`src/rtl/dispense_sequencer.sv`:
```
// Drink dispense sequencer: walks the selected recipe one ingredient at a time,
// holding each valve open for its duration in prescaled ticks.
module dispense_sequencer #(
    parameter int unsigned TICK_DIV = 4
) (
    input  logic       clk_fpga,
    input  logic       rst,
    input  logic       start,
    input  logic [2:0] sel,
    input  logic       abort,
    output logic       led_agua,
    output logic       led_cafe,
    output logic       led_leche,
    output logic       led_chocolate,
    output logic       led_azucar,
    output logic [2:0] paso,
    output logic       busy,
    output logic       done,
    output logic       fallo
);

    typedef enum logic [1:0] {
        S_IDLE,
        S_LOAD,
        S_DISPENSE,
        S_DONE
    } state_t;

    localparam logic [7:0] PRESC_MAX = 8'(TICK_DIV - 1);

    state_t      state;
    state_t      state_d;
    logic [2:0]  sel_q;
    logic [2:0]  ing;
    logic [7:0]  presc;
    logic [10:0] dur_cnt;
    logic        fail_q;

    logic [2:0]  cur_dur;
    logic [3:0]  first_ing;
    logic [3:0]  next_ing;
    logic        sel_valid;
    logic        tick;
    logic        seg_end;

    logic [4:0]  leds_d;
    logic [2:0]  paso_d;
    logic        busy_d;
    logic        done_d;
    logic        fallo_d;
    logic [4:0]  leds_q;

    // Durations in ticks, indexed 0 agua .. 4 azucar.
    function automatic logic [2:0] dur_of(input logic [2:0] s,
                                          input logic [2:0] i);
        logic [14:0] row;
        logic [2:0]  d;
        case (s)
            3'b000:  row = {3'd1, 3'd0, 3'd0, 3'd2, 3'd4};
            3'b001:  row = {3'd1, 3'd0, 3'd2, 3'd2, 3'd3};
            3'b010:  row = {3'd1, 3'd3, 3'd3, 3'd0, 3'd0};
            3'b011:  row = {3'd0, 3'd1, 3'd3, 3'd2, 3'd2};
            3'b100:  row = {3'd0, 3'd0, 3'd0, 3'd0, 3'd5};
            default: row = '0;
        endcase
        case (i)
            3'd0:    d = row[2:0];
            3'd1:    d = row[5:3];
            3'd2:    d = row[8:6];
            3'd3:    d = row[11:9];
            3'd4:    d = row[14:12];
            default: d = 3'd0;
        endcase
        return d;
    endfunction

    // Lowest ingredient index >= lo with nonzero duration; MSB flags a hit.
    function automatic logic [3:0] find_ing(input logic [2:0] s,
                                            input int lo);
        logic [3:0] r;
        r = '0;
        for (int k = 4; k >= 0; k--) begin
            if (k >= lo && dur_of(s, 3'(k)) != 3'd0) begin
                r = {1'b1, 3'(k)};
            end
        end
        return r;
    endfunction

    assign sel_valid = (sel_q <= 3'd4);
    assign cur_dur   = dur_of(sel_q, ing);
    assign first_ing = find_ing(sel_q, 0);
    assign next_ing  = find_ing(sel_q, int'(ing) + 1);
    assign tick      = (presc == PRESC_MAX);
    assign seg_end   = tick && (dur_cnt == 11'(cur_dur) - 11'd1);

    always_ff @(posedge clk_fpga or posedge rst) begin
        if (rst) begin
            state <= S_IDLE;
        end else begin
            state <= state_d;
        end
    end

    always_comb begin
        state_d = state;
        unique case (state)
            S_IDLE: begin
                if (start) state_d = S_LOAD;
            end
            S_LOAD: begin
                if (abort || !sel_valid) state_d = S_IDLE;
                else if (first_ing[3])   state_d = S_DISPENSE;
                else                     state_d = S_DONE;
            end
            S_DISPENSE: begin
                if (abort)                        state_d = S_IDLE;
                else if (seg_end && !next_ing[3]) state_d = S_DONE;
            end
            S_DONE: begin
                state_d = S_IDLE;
            end
            default: state_d = S_IDLE;
        endcase
    end

    // Outputs are decoded one edge behind the state, except abort which
    // must blank the valves on the very edge it is seen.
    always_comb begin
        leds_d  = '0;
        paso_d  = '0;
        busy_d  = (state != S_IDLE);
        done_d  = (state == S_DONE);
        fallo_d = fail_q;
        if (state == S_DISPENSE && !abort) begin
            leds_d = 5'd1 << ing;
            paso_d = ing;
        end
        if (abort && (state == S_LOAD || state == S_DISPENSE)) begin
            fallo_d = 1'b1;
        end
    end

    always_ff @(posedge clk_fpga or posedge rst) begin
        if (rst) begin
            sel_q   <= '0;
            ing     <= '0;
            presc   <= '0;
            dur_cnt <= '0;
            fail_q  <= 1'b0;
        end else begin
            fail_q <= (state == S_LOAD) && !abort && !sel_valid;
            unique case (state)
                S_IDLE: begin
                    if (start) sel_q <= sel;
                end
                S_LOAD: begin
                    ing     <= first_ing[2:0];
                    presc   <= '0;
                    dur_cnt <= '0;
                end
                S_DISPENSE: begin
                    if (tick) begin
                        presc <= '0;
                        if (seg_end) begin
                            dur_cnt <= '0;
                            if (next_ing[3]) ing <= next_ing[2:0];
                        end else begin
                            dur_cnt <= dur_cnt + 11'd1;
                        end
                    end else begin
                        presc <= presc + 8'd1;
                    end
                end
                default: ;
            endcase
        end
    end

    always_ff @(posedge clk_fpga or posedge rst) begin
        if (rst) begin
            leds_q <= '0;
            paso   <= '0;
            busy   <= 1'b0;
            done   <= 1'b0;
            fallo  <= 1'b0;
        end else begin
            leds_q <= leds_d;
            paso   <= paso_d;
            busy   <= busy_d;
            done   <= done_d;
            fallo  <= fallo_d;
        end
    end

    assign led_agua      = leds_q[0];
    assign led_cafe      = leds_q[1];
    assign led_leche     = leds_q[2];
    assign led_chocolate = leds_q[3];
    assign led_azucar    = leds_q[4];

endmodule
```
`config.mk`:
```
export PLATFORM = sky130hd
export DESIGN_NAME = dispense_sequencer
export DESIGN_NICKNAME = d
export VERILOG_FILES = /design/src/rtl/dispense_sequencer.sv
export SDC_FILE = /design/constraint.sdc
export NUM_CORES = 1
export LEC_CHECK = 0
export BUFFER_PORTS_ARGS = -buffer_cell sky130_fd_sc_hd__buf_2
export CORE_MARGIN = 5
export CORE_UTILIZATION = 39
export CTS_CLUSTER_SIZE = 25
export DETAILED_ROUTE_END_ITERATION = 7
export PLACE_DENSITY = 0.67
export SLEW_MARGIN = 10
export SYNTH_ARGS = -nofsm -noshare
export SYNTH_HDL_FRONTEND = slang
export SYNTH_SLANG_ARGS = --single-unit
```
`constraint.sdc`:
```
create_clock -name clk_fpga -period 8.2 [get_ports clk_fpga]
set_clock_uncertainty 0.15 [all_clocks]
set_input_delay 0.82 -clock clk_fpga [delete_from_list [all_inputs] [get_ports clk_fpga]]
set_output_delay 0.82 -clock clk_fpga [all_outputs]
set_load 0.005 [all_outputs]
```
==> flow_metrics.py <==
metrics = {
    "clock_network": {
        "cts-root-buf": "clkbuf_8",
        "cts_buffer_depth": 2,
        "clk_pin_slew_worst_paths_ps": 90,
        "cts_sinks": 39,
        "cts_made_buffers": 5,
        "cts_tree": "done",
        "htreeDepth": 2,
        "holdBufCountCts": 0,
        "ctsResizeCount": 0,
        "postCtsSetupBuffers": 0,
        "clk_latency_ps": 300,
    },
    "synthesis": {
        "synth_top_cell_area_share": 0.421,
        "syn_nets": 268,
        "synth_edf_count": 0,
        "synth_ff_type": "dfrtp_1",
        "synth_cells": 246,
        "syn-cell-area_sq_um": 2320,
        "async_flop_share": 1.00,
        "yosysUniqueCellTypes": 48,
        "yosys_warnings": 0,
        "ys_seq_elements": 39,
        "synth_area_per_cell_sq_um": 9.42,
        "synth_top_area_cell": "dfrtp_1",
        "yosysSeqAreaShare": 0.421,
        "synth_area_leaders": "dfrtp_1, ha_1, nor2_1",
    },
    "placed_design": {
        "gp_congestion": 0.795,
        "dp_cells": 329,
        "numPortBuffers": 17,
        "dp_hpwl_um": 3330,
    },
    "floorplan": {
        "die_w_um": 87.1,
        "dieArea_sq_um": 7590,
        "core_sq_um": 5850,
        "start_util": 0.396,
        "die_y_um": 87.1,
        "io_pins": 18,
        "num_rows": 28,
    },
    "routing": {
        "vias": 1816,
        "dr.first_iter.drc_count": 74,
        "drt-total-wl_um": 4500,
        "ant_nets": 0,
        "drc": 0,
        "first_pass_iters": 4,
        "wire_per_inst_um": 13.4,
        "viasPerCell": 5.39,
    },
    "critical_path": {
        "ff2ff_setup_slack_ps": 4980,
        "timing.rr.end": "dur_cnt[8]",
        "path_depth": 13,
        "start_kind": "flip-flop",
        "cp.required_ps": 8230,
        "crit_arrival_ps": 3250,
        "r2r-start": "ing[0]",
        "path_buf_inv": 2,
        "worst-setup-path-type": "reg -> reg",
        "critPathSlowestCell": "dfrtp_1",
        "ff2ff_path_depth": 13,
        "crit_top_cell": "and3_1",
        "slowest_delay_ps": 440,
        "worstPathCellList": "inv_1 -> ha_1 -> inv_1 -> a211o_1 -> and3_1 -> ha_1 -> xnor2_1 -> and3_1 -> nor3_1 -> and4b_4 -> o22ai_4 -> and3_1 -> a221o_1",
        "crit_fanout": 19,
        "endpoint_kind": "flip-flop",
        "cp_top_family": "simple AND/OR/NAND/NOR gates",
    },
    "timing": {
        "rsz0062_at_grt": "no",
        "period_needed_ps": 3220,
        "setup_violations": 0,
        "worst_pin_slew_ps": 486,
        "relSlewSlack": 0.676,
        "max_freq_ghz": 0.311,
        "timing.final.hold_violations": 0,
        "finalMaxSlewViolations": 0,
        "fin_crit_sh": 0.393,
        "tns_ps": 0,
    },
    "flow_run": {
        "drv_cap": 0,
    },
    "grt": {
        "grt.total_usage": 0.133,
        "grt_max_degree": 40,
        "busiest_layer": "met2",
        "grt_use_met2": 0.216,
        "grt_pass1_wl_um": 7970,
        "grt_pass1_vias": 1755,
        "use_met3": 0.0284,
        "use_met1": 0.173,
        "gr-total-overflow": 0,
        "antenna_found_initial": 0,
    },
    "cells_and_area": {
        "final_cell_mix": "dfrtp_1, nor2_1, inv_1",
        "utilization": 0.442,
        "area_growth_pct": 11.4,
        "layout_commonest_cell": "dfrtp_1",
        "diodes": 0,
        "drive_gt1_frac": 0.141,
        "fin_cells": 337,
        "final_nets": 283,
    },
    "hold_path": {
        "holdPathStages": 1,
        "hold_path_startpoint": "fail_q",
        "hp-class": "reg -> reg",
        "min_to": "fallo",
    },
    "power": {
        "leakage_nw": 1.19,
        "power_density_nw_per_um2": 288,
        "irDropWorstVdd_uv": 174,
    },
    "status": {
        "run_status": "finished, final reports clean",
    },
}
[layout make-up]
type                            instances  area, sq um
Inverter                               19         71.3
Tap cell                               75         93.8
Multi-Input combinational cell        178         1210
Fill cell                             563         3270
Clock buffer                            5         68.8
Timing Repair Buffer                   18         92.6
Sequential cell                        39          976
Clock inverter                          3         67.6
[worst max path at each step]
stage	startpoint	endpoint	slack [ps]
floorplan	ing[0]	dur_cnt[8]	5290
global placement	ing[0]	dur_cnt[8]	5100
detailed placement	ing[0]	dur_cnt[8]	5000
CTS	ing[0]	dur_cnt[8]	4960
global route	ing[1]	dur_cnt[8]	4740
finish	ing[0]	dur_cnt[8]	4980
[power breakdown]
group	internal, W	switching, W
Sequential	0.000217	0.0000366
Combinational	0.000122	0.000176
Clock	0.000121	0.0000704
[Yosys cell counts (3+ instances only)]
master    count
dfrtp_1      39
nor2_1       21
inv_1        19
nand2_1      17
ha_1         15
nand3_1      13
a21oi_1      12
nand2b_1      9
a31oi_1       8
and3_1        8
nand4_1       8
nor3_1        7
o21ai_0       7
clkbuf_1      5
xor2_1        5
a211oi_1      3
mux2_2        3
mux2i_1       3
nor2b_1       3
nor4_1        3
xnor2_1       3
[cell families after synthesis]
family,share of synthesized area
AOI/OAI and AO/OA,0.162
DFF,0.421
xor gates and xnor gates,0.0302
muxes,0.0324
and+or+nand+nor,0.218
adders and majority gates,0.0809
buffers and inverters,0.0556
[sequential cells by signal (all words and copies together) (netlist names)]
register  flops
dur_cnt      11
presc         8
leds_q        5
ing           3
paso          3
sel_q         3
state         2
busy          1
done          1
fail_q        1
fallo         1
[stage by stage]
| stage | area, sq um | hold slack (ps) | setup slack, ps | total power [W] |
|---|---|---|---|---|
| after floorplan | 2320 | 254 | 5290 | 0.000492 |
| after global placement | 2450 | 260 | 5100 | 0.000550 |
| after detailed placement | 2450 | 276 | 5000 | 0.000552 |
| after CTS | 2580 | 296 | 4960 | 0.000748 |
| after global routing | 2580 | 326 | 4740 | 0.000800 |
| final | 2580 | 290 | 4980 | 0.000744 |
[routing by layer]
metal | routed length [um] | up-vias
li1 | - | 907
met1 | 2090 | 883
met2 | 2210 | 18
met3 | 119 | 8
met4 | 77 | 0
met5 | 0 | -
No activity file was read; power rests on OpenSTA's default activity.
